[src/rtl/spi_cmd_pkg.sv]
// Shared types and command codes for the SPI command sequencer.
// Optional status-read path is enabled by defining SPI_CMD_CTRL_STATUS_RD_EN.
package spi_cmd_pkg;

  typedef enum logic [2:0] {
    IDLE    = 3'd0,
    CMD     = 3'd1,
    CONF    = 3'd2,
    DATA    = 3'd3,
    STAT    = 3'd4,
    DISCARD = 3'd5
  } spi_cmd_state_t;

  localparam logic [7:0] CMD_CONF_WR = 8'h2A;
  localparam logic [7:0] CMD_DATA_WR = 8'h2B;
  localparam logic [7:0] CMD_STAT_RD = 8'h2C;

  // Low byte of a counter, used to report frame lengths over an 8-bit bus.
  function automatic logic [7:0] lsb8(input logic [15:0] value);
    return value[7:0];
  endfunction

endpackage

[src/rtl/spi_cmd_ctrl_edge_sync.sv]
// N-stage synchronizer for an asynchronous level, with registered
// single-cycle rise/fall pulses on the synchronized value.
module edge_sync #(
  parameter int STAGES = 2
) (
  input  logic clk_i,
  input  logic rst_i,
  input  logic d_i,
  output logic rise_o,
  output logic fall_o
);

  logic [STAGES-1:0] sync_r;
  logic              prev_r;
  logic              rise_r;
  logic              fall_r;

  // The chain keeps sampling through reset so a level already present when
  // reset drops is not mistaken for a fresh edge afterwards.
  always_ff @(posedge clk_i) begin
    sync_r <= {sync_r[STAGES-2:0], d_i};
    prev_r <= sync_r[STAGES-1];
    if (rst_i) begin
      rise_r <= 1'b0;
      fall_r <= 1'b0;
    end else begin
      rise_r <= sync_r[STAGES-1] & ~prev_r;
      fall_r <= ~sync_r[STAGES-1] & prev_r;
    end
  end

  assign rise_o = rise_r;
  assign fall_o = fall_r;

endmodule

[src/rtl/spi_cmd_ctrl.sv]
// Command/frame sequencer behind spi_slave: decodes the first byte of each
// chip-select frame. Status read-back is enabled by SPI_CMD_CTRL_STATUS_RD_EN.
module spi_cmd_ctrl
  import spi_cmd_pkg::*;
#(
  parameter int ADDR_W         = 9,
  parameter int CS_SYNC_STAGES = 2
) (
  input  logic              clk_i,
  input  logic              rst_i,
  input  logic              spi_cs_n_i,
  input  logic              spi_byte_vld_i,
  input  logic [7:0]        spi_byte_data_i,
  output logic [7:0]        spi_byte_data_o,
  output logic              ram_wr_en_o,
  output logic [ADDR_W-1:0] ram_wr_addr_o,
  output logic [7:0]        ram_wr_data_o,
  output logic              cfg_wr_en_o,
  output logic [7:0]        cfg_data_o,
  output logic              frame_done_o,
  output logic [ADDR_W:0]   frame_len_o,
  output logic              overflow_o
);

  localparam logic [ADDR_W:0] CNT_ZERO = {(ADDR_W+1){1'b0}};
  localparam logic [ADDR_W:0] CNT_ONE  = {{ADDR_W{1'b0}}, 1'b1};

  logic cs_rise_s;
  logic cs_fall_s;

  edge_sync #(
    .STAGES(CS_SYNC_STAGES)
  ) u_cs_sync (
    .clk_i  (clk_i),
    .rst_i  (rst_i),
    .d_i    (spi_cs_n_i),
    .rise_o (cs_rise_s),
    .fall_o (cs_fall_s)
  );

  spi_cmd_state_t    state_r;
  logic [ADDR_W:0]   addr_cnt_r;
  logic [ADDR_W:0]   byte_cnt_r;
  logic [ADDR_W:0]   frame_len_r;
  logic              ram_wr_en_r;
  logic [ADDR_W-1:0] ram_wr_addr_r;
  logic [7:0]        ram_wr_data_r;
  logic              cfg_wr_en_r;
  logic [7:0]        cfg_data_r;
  logic              frame_done_r;
  logic              overflow_r;
  logic              data_acc_s;
  logic              data_drop_s;
  logic [ADDR_W:0]   byte_cnt_inc_s;

`ifdef SPI_CMD_CTRL_STATUS_RD_EN
  logic [7:0]        miso_r;
`endif

  // A data byte is accepted while the address counter has not reached the
  // RAM depth; its MSB is set exactly when the counter equals the depth.
  always_comb begin
    data_acc_s     = 1'b0;
    data_drop_s    = 1'b0;
    byte_cnt_inc_s = CNT_ZERO;
    if ((state_r == DATA) && spi_byte_vld_i) begin
      data_acc_s  = ~addr_cnt_r[ADDR_W];
      data_drop_s = addr_cnt_r[ADDR_W];
    end else begin
      data_acc_s  = 1'b0;
      data_drop_s = 1'b0;
    end
    if (data_acc_s) begin
      byte_cnt_inc_s = CNT_ONE;
    end else begin
      byte_cnt_inc_s = CNT_ZERO;
    end
  end

  // Frame sequencer; all outputs are registered here.
  always_ff @(posedge clk_i) begin
    if (rst_i) begin
      state_r       <= IDLE;
      addr_cnt_r    <= CNT_ZERO;
      byte_cnt_r    <= CNT_ZERO;
      frame_len_r   <= CNT_ZERO;
      ram_wr_en_r   <= 1'b0;
      ram_wr_addr_r <= {ADDR_W{1'b0}};
      ram_wr_data_r <= 8'h00;
      cfg_wr_en_r   <= 1'b0;
      cfg_data_r    <= 8'h00;
      frame_done_r  <= 1'b0;
      overflow_r    <= 1'b0;
`ifdef SPI_CMD_CTRL_STATUS_RD_EN
      miso_r        <= 8'h00;
`endif
    end else begin
      ram_wr_en_r  <= 1'b0;
      cfg_wr_en_r  <= 1'b0;
      frame_done_r <= 1'b0;

      case (state_r)
        IDLE: begin
          if (cs_fall_s) begin
            state_r    <= CMD;
            overflow_r <= 1'b0;
            byte_cnt_r <= CNT_ZERO;
          end
        end
        CMD: begin
          if (spi_byte_vld_i) begin
            case (spi_byte_data_i)
              CMD_CONF_WR: state_r <= CONF;
              CMD_DATA_WR: begin
                state_r    <= DATA;
                addr_cnt_r <= CNT_ZERO;
              end
`ifdef SPI_CMD_CTRL_STATUS_RD_EN
              CMD_STAT_RD: begin
                state_r <= STAT;
                miso_r  <= {overflow_r, cfg_data_r[6:0]};
              end
`endif
              default: state_r <= DISCARD;
            endcase
          end
        end
        CONF: begin
          if (spi_byte_vld_i) begin
            cfg_data_r  <= spi_byte_data_i;
            cfg_wr_en_r <= 1'b1;
            state_r     <= DISCARD;
          end
        end
        DATA: begin
          if (data_acc_s) begin
            ram_wr_en_r   <= 1'b1;
            ram_wr_addr_r <= addr_cnt_r[ADDR_W-1:0];
            ram_wr_data_r <= spi_byte_data_i;
            addr_cnt_r    <= addr_cnt_r + CNT_ONE;
            byte_cnt_r    <= byte_cnt_r + CNT_ONE;
          end else if (data_drop_s) begin
            overflow_r <= 1'b1;
          end
        end
        STAT: begin
`ifdef SPI_CMD_CTRL_STATUS_RD_EN
          if (spi_byte_vld_i) begin
            miso_r <= lsb8(16'(frame_len_r));
          end
`endif
        end
        DISCARD: begin
          state_r <= DISCARD;
        end
        default: state_r <= IDLE;
      endcase

      // Frame end overrides the state update above; a byte arriving in the
      // same cycle has already been processed and is included in the length.
      if (cs_rise_s && (state_r != IDLE)) begin
        state_r <= IDLE;
`ifdef SPI_CMD_CTRL_STATUS_RD_EN
        miso_r  <= 8'h00;
`endif
        if (state_r == DATA) begin
          frame_done_r <= 1'b1;
          frame_len_r  <= byte_cnt_r + byte_cnt_inc_s;
        end
      end
    end
  end

`ifdef SPI_CMD_CTRL_STATUS_RD_EN
  assign spi_byte_data_o = miso_r;
`else
  assign spi_byte_data_o = 8'h00;
`endif

  assign ram_wr_en_o   = ram_wr_en_r;
  assign ram_wr_addr_o = ram_wr_addr_r;
  assign ram_wr_data_o = ram_wr_data_r;
  assign cfg_wr_en_o   = cfg_wr_en_r;
  assign cfg_data_o    = cfg_data_r;
  assign frame_done_o  = frame_done_r;
  assign frame_len_o   = frame_len_r;
  assign overflow_o    = overflow_r;

endmodule

[config.mk]
export PLATFORM = sky130hd
export DESIGN_NAME = spi_cmd_ctrl
export DESIGN_NICKNAME = d
export VERILOG_FILES = /design/src/rtl/spi_cmd_pkg.sv /design/src/rtl/spi_cmd_ctrl_edge_sync.sv /design/src/rtl/spi_cmd_ctrl.sv
export SDC_FILE = /design/constraint.sdc
export NUM_CORES = 1
export LEC_CHECK = 0
export CORE_UTILIZATION = 45
export DETAILED_ROUTE_END_ITERATION = 16
export DONT_BUFFER_PORTS = 1
export MAX_ROUTING_LAYER = met4
export PLACE_DENSITY_LB_ADDON = 0.2
export SKIP_CTS_REPAIR_TIMING = 1
export SLEW_MARGIN = 15
export SYNTH_ARGS = -nofsm -noshare
export SYNTH_HDL_FRONTEND = slang
export SYNTH_SLANG_ARGS = --single-unit
export TNS_END_PERCENT = 30
[constraint.sdc]
create_clock -name clk_i -period 2 [get_ports clk_i]
set_input_delay 0.3 -clock clk_i [delete_from_list [all_inputs] [get_ports clk_i]]
set_output_delay 0.3 -clock clk_i [all_outputs]
set_load 0.05 [all_outputs]
; Word-level counts from Yosys, hierarchy flattened
; Cells that the tools add are included.
[classes]
mux = 22
n_addsub = 3
eq_ne = 14
n_reduce_logical = 18
n_bitwise = 9
[ops]
columns = op, n
row1 = $mux W10, 5
row2 = $pmux W10 S2, 2
row3 = $add A10 B1 Y10 const B, 2
row4 = $eq A8 B6 Y1 const B, 2
row5 = $pmux W3 S5, 1
row6 = $ne A2 B2 Y1 const B, 6
row7 = $reduce_and A4 Y1, 3
row8 = $add A10 B10 Y10, 1
row9 = $reduce_or A2 Y1, 5
row10 = $mux W1, 9
row11 = $mux W3, 3
row12 = $not A1 Y1, 7
row13 = $eq A3 B2 Y1 const B, 2
row14 = $eq A3 B3 Y1 const B, 2
row15 = $pmux W3 S2, 1
row16 = $reduce_and A2 Y1, 3
row17 = $reduce_bool A2 Y1, 2
row18 = $eq A3 B1 Y1 const B, 1
row19 = $logic_not A3 Y1, 1
row20 = $reduce_and A3 Y1, 1
row21 = $reduce_bool A3 Y1, 1
row22 = $and A1 B1 Y1, 2
row23 = $logic_and A1 B1 Y1, 2
row24 = $ne A2 B1 Y1 const B, 1
row25 = $pmux W1 S2, 1
[word_totals]
input_bits = 12
out_inout_bits = 47
elab_cells = 81
ff_bits = 67

; Depth between registers and ports, before layout
[depth]
ltp_word = 6
ltp_mapped = 12
mapped_depth_nobuf = 8

; Cells and area by module
; Synthesis repeated with hierarchy kept, for this count alone.
[hier_totals]
cells_unflattened = 332
hier_area_um2 = 2872.8
[by_module_without_submodules]
columns = module, n_inst, cells_each, seq_area_each_um2, area_per_inst_um2
row1 = spi_cmd_ctrl, 1, 325, 1241.2, 2757.6
row2 = edge_sync, 1, 7, 100.1, 115.1

; Least setup slack after synthesis
; OpenSTA, ideal clock, no wires.
[synth_path]
kind = register to register
start = register state_r[2]
end = register frame_len_r[8], in the netlist frame_len_o[8]
arrival_ns = 2.054
slack_ns = -0.139
path_buffers = 3
path_stages_with_launch = 12
t_required_ns = 1.914
setup_ns = 0.086
synth_period_minus_slack_ns = 2.139
cell_sequence = dfxtp_1 > nand2b_1 > or3_1 > clkbuf_1 > inv_2 > buf_4 > buf_4 > ha_1 > nand4_1 > nor2_1 > xnor2_1 > a211oi_1
[synth_via]
elab_chain_len = 5
elab_cells_between_ends = 8
cone_classes = add/sub: 1 / eq/ne: 1 / mux: 2 / reduce/logical: 4
[synth_rtl]
columns = element, line
row1 = start: declaration, spi_cmd_ctrl.sv:41  ; spi_cmd_state_t state_r;
row2 = start signal: assignment, spi_cmd_ctrl.sv:83  ; state_r <= IDLE;
row3 = start signal: assignment, spi_cmd_ctrl.sv:105  ; state_r <= CMD;
row4 = start signal: assignment, spi_cmd_ctrl.sv:113  ; CMD_CONF_WR: state_r <= CONF;
row5 = $eq A3 B2 Y1, spi_cmd_ctrl.sv:66  ; if ((state_r == DATA) && spi_byte_vld_i) begin
row6 = $logic_and A1 B1 Y1, spi_cmd_ctrl.sv:66
row7 = $mux W1, spi_cmd_ctrl.sv:66
row8 = named net data_acc_s, spi_cmd_ctrl.sv:52  ; logic data_acc_s;
row9 = $mux W1, spi_cmd_ctrl.sv:73  ; if (data_acc_s) begin
row10 = $add A10 B10 Y10, spi_cmd_ctrl.sv:168  ; frame_len_r <= byte_cnt_r + byte_cnt_inc_s;
row11 = end signal: assignment, spi_cmd_ctrl.sv:168
row12 = end: declaration, spi_cmd_ctrl.sv:44  ; logic [ADDR_W:0] frame_len_r;
; The timed path passes the listed nets, and every way through them passes these cells.
; A chain may end at the register's enable or synchronous reset.

; Worst setup path in the final report
[layout_path]
start = register state_r[2]
end = register frame_len_r[7], in the netlist frame_len_o[7]
[layout_via]
elab_chain_len = 5
elab_cells_between_ends = 8
cone_classes = add/sub: 1 / eq/ne: 1 / mux: 2 / reduce/logical: 4
[layout_rtl]
columns = element, line
row1 = $eq A3 B2 Y1, "spi_cmd_ctrl.sv:66, spi_cmd_ctrl.sv:166"
row2 = $logic_and A1 B1 Y1, spi_cmd_ctrl.sv:66
row3 = $mux W1, spi_cmd_ctrl.sv:66
row4 = $mux W1, spi_cmd_ctrl.sv:73
row5 = $add A10 B10 Y10, spi_cmd_ctrl.sv:168
; Parallel ways exist; a longest one is shown, timed or not.

==> implementation parameters <==
Parameter                              Value

Yosys
  Synthesized area per cell    8.420 µm²
  Count of distinct cell types in the synthesized netlist    between 40 and 50
  Number of instances in the synthesized netlist    348
  Sequential element share of the synthesized area    45.77%
  Fraction of synthesized cell area taken by the top area cell type    45.77%
  Async set-reset flop share out of synthesis    0%
  Number of synthesized flops with an enable pin    0
  Number of flip-flops and latches in the synthesized netlist    67
  Top flip-flop cell by instance count after synthesis    dfxtp_1
  Synthesized area    2930 µm²
  Most area-hungry cell type in the Yosys netlist    dfxtp_1
  Synthesis warning total    0
  Cell types occupying the most area after synthesis    dfxtp_1 (46%), nand2_1 (8.3%), a21oi_1 (6.8%)

Critical path
  Register-to-Register Path Depth    8
  Worst Setup Path Type    reg2reg
  Worst Setup End Kind    register
  Type of element launching the critical path    register
  R2R Path End    frame_len_o[7]$_SDFFE_PP0P_
  Arrival time reported for the critical path endpoint    2.05 ns
  Launching element of the worst setup path    state_r[2]$_SDFFE_PP0P_
  Critical path peak fanout    4
  Capture point of the worst path    frame_len_o[7]$_SDFFE_PP0P_
  Data required time at the worst endpoint    2.25 ns
  Worst r2r src    state_r[2]$_SDFFE_PP0P_
  FF-to-FF setup slack    0.20 ns

Drt
  Total routed wire length on the met1 layer    2920 µm
  Met3 Routed Length    278 µm
  Average routed wire per standard cell    13.73 µm
  Post-detailed-route via-to-cell ratio    approximately 5.3
  Via count    2,273
  Detailed-routed wire length on met2    2549 µm
  Number of antenna-violating nets in the routed design    0
  Topmost layer with routed signal wires    met4
  Total wire length    5848 µm
  Iteration-0 DRC Markers    89
  DRC viols    0
  Number of detailed-routing iterations run before antenna repair    4

Pwr
  Peak supply drop    443.7 µV
  Power density normalized to cell area    roughly 810 nW/µm²
  Leakage Power    just over 1 nW

Clock network
  Clock network latency to the later pin of the worst-skew pair    ~0.34 ns
  Maximum buffer depth of the clock tree    2
  Clock transition at path regs    0.07 ns
  Number of sinks driven by the clock tree    67
  H-Tree Level Count    3
  CTS root buf    clkbuf_8
  CTS tree    done
  Clock buffers created by TritonCTS    9

Worst hold path
  Hold WC Path Type    in2reg

Placed design
  Final weighted congestion in routability-driven placement    roughly 0.8
  Port Buf Inserts    0
  Number of placed cells counting well taps    approximately 400
  DP HPWL    3869 µm

Timing
  Setup Skew    0.01053 ns
  Number of pins exceeding their max-slew limit in the final report    0
  Worst slew margin    between 60 and 70%
  Setup repair after global routing missed its margin    false
  Final Hold Fails    0
  Final critical-path required period    1.797 ns
  Setup TNS    0 ns
  Max frequency    556.5 MHz
  Endpoints failing setup    0
  Worst slew pin tran    0.5309 ns
  Period utilisation layout    89.84%

Final layout
  Final net count    361
  Share of post-route cells with drive strength above 1    8.596%
  Diodes inserted    0
  Syn-to-layout area delta    8.241%
  Fin cells    between 400 and 500

Floorplanning
  Vert. Die Dim    82.70 µm
  I/O pin count    59
  Area inside the core boundary    6314 µm²
  Overall die width    slightly above 80 µm
  Starting utilization of the core area    46.41%
  Area enclosed by the die boundary    6838 µm²
  Total number of placement rows    29

GRT
  Final global-route overflow total    0
  GR Util All Layers    a little under a fifth
  Largest net degree at the start of global routing    between 50 and 60
  First-pass GRT wire length    about 9300 µm
  Number of global-route vias before repair    1,989
  Number of antenna violations at the first check in global routing    0

Status
  Run status    completed

Run
  Count of max-cap constraint violations    0
-- layout by cell type, fill, tap and decap left out, types with 3 or more instances in the layout --
cell      instances
a211oi_1         15
a21oi_1          40
a311oi_1          3
and3_1            5
buf_4            10
clkbuf_8         11
conb_1            8
dfxtp_1          67
ha_1              3
inv_1             5
nand2_1          65
nand2b_1          6
nand3_1           9
nand4_1           7
nand4b_1          4
nor2_1           27
nor3_1            3
nor3b_1           3
o21a_1            4
o21ai_0           4
xnor2_1          14
xor2_1            3
-- layer usage --
| layer | vias to the layer above | track usage (%) |
|---|---|---|
| met5 | - | - |
| met4 | 0 | 10.34 |
| met3 | 10 | 5.055 |
| met2 | 45 | 25.90 |
| met1 | 1037 | 24.53 |
| li1 | 1181 | - |
-- cell usage after synthesis, types with 4 or more instances --
library cell  number
inv_1              5
nand4_1            7
nand2b_1           7
nor2_1            27
buf_4             11
a21oi_1           40
o21a_1             4
nand4b_1           4
nand2_1           65
dfxtp_1           67
a211oi_1          15
and3_1             5
ha_1               4
clkbuf_1          16
nand3_1            9
xnor2_1           14
o21ai_0            4
-- how the worst min path moves through the flow --
stage	slack, ns	cells past startpoint	end	from
3_5_place_dp	0.32	0	u_cs_sync.sync_r[1]$_DFF_P_	u_cs_sync.sync_r[0]$_DFF_P_
2_1_floorplan	0.31	0	u_cs_sync.sync_r[1]$_DFF_P_	u_cs_sync.sync_r[0]$_DFF_P_
3_3_place_gp	0.31	0	u_cs_sync.sync_r[1]$_DFF_P_	u_cs_sync.sync_r[0]$_DFF_P_
5_1_grt	0.01	1	byte_cnt_r[1]$_SDFFE_PP0P_	rst_i
6_report	0.04	1	byte_cnt_r[1]$_SDFFE_PP0P_	rst_i
4_1_cts	-0.03	0	u_cs_sync.sync_r[0]$_DFF_P_	spi_cs_n_i
-- cell type report --
| class | count | area (µm²) |
|---|---|---|
| Fill cell | 623 | 3142 |
| Multi-Input combinational cell | 250 | 1433 |
| Sequential cell | 67 | 1341 |
| Clock buffer | 13 | 158.9 |
| Tap cell | 77 | 96.34 |
| Timing Repair Buffer | 11 | 85.08 |
| Clock inverter | 2 | 35.03 |
| Inverter | 6 | 22.52 |
-- flip-flops by register name (all words and copies together) (netlist names), 2 cells and up --
signal,count
addr_cnt_r,10
byte_cnt_r,10
cfg_data_o,8
frame_len_o,10
ram_wr_addr_o,9
ram_wr_data_o,8
state_r,3
u_cs_sync.sync_r,2
-- metrics by stage --
stage	total power, mW	util, %	hold slack, ns	area [µm²]	setup WS (ns)
3_5_place_dp	1.460	47.01	0.3157	2968	0.2026
6_report	2.568	50.24	0.03680	3172	0.2031
3_3_place_gp	1.459	47.01	0.3138	2968	0.2432
2_1_floorplan	1.482	-	0.3096	2985	-0.01657
5_1_grt	2.651	50.24	0.01480	3172	0.01506
4_1_cts	2.600	50.08	-0.02554	3162	0.1885
-- critical path: stages, from the launching register on --
cell	delay (ns)
dfxtp_1	0.32
nand2b_4	0.14
or3_1	0.39
inv_2	0.11
ha_4	0.13
nand4_1	0.18
nor2_1	0.17
xnor2_1	0.07
a211oi_1	0.22
-- where the power goes --
group,leakage (nW),total (mW),switching (mW),internal [mW]
combinational,0.396,0.0819,0.0575,0.0244
clock,0.0995,1.14,0.500,0.637
sequential,0.541,1.35,0.00725,1.34
total,1.04,2.57,0.565,2.00
-- logic make-up (layout without fill, tap and decap cells) --
| group | count (synthesis) | in the layout | share of synthesized area [%] |
|---|---|---|---|
| adders and majority gates | 4 | 4 | 1.708 |
| muxes | 1 | 1 | 0.3416 |
| DFF | 67 | 67 | 45.77 |
| AOI/OAI and AO/OA | 79 | 79 | 17.46 |
| buffers and inverters | 38 | 32 | 6.917 |
| and+or+nand+nor | 141 | 141 | 22.59 |
| xor gates and xnor gates | 17 | 17 | 5.081 |
| other | 1 | 8 | 0.1280 |
Power figures use the tool's default switching activity.
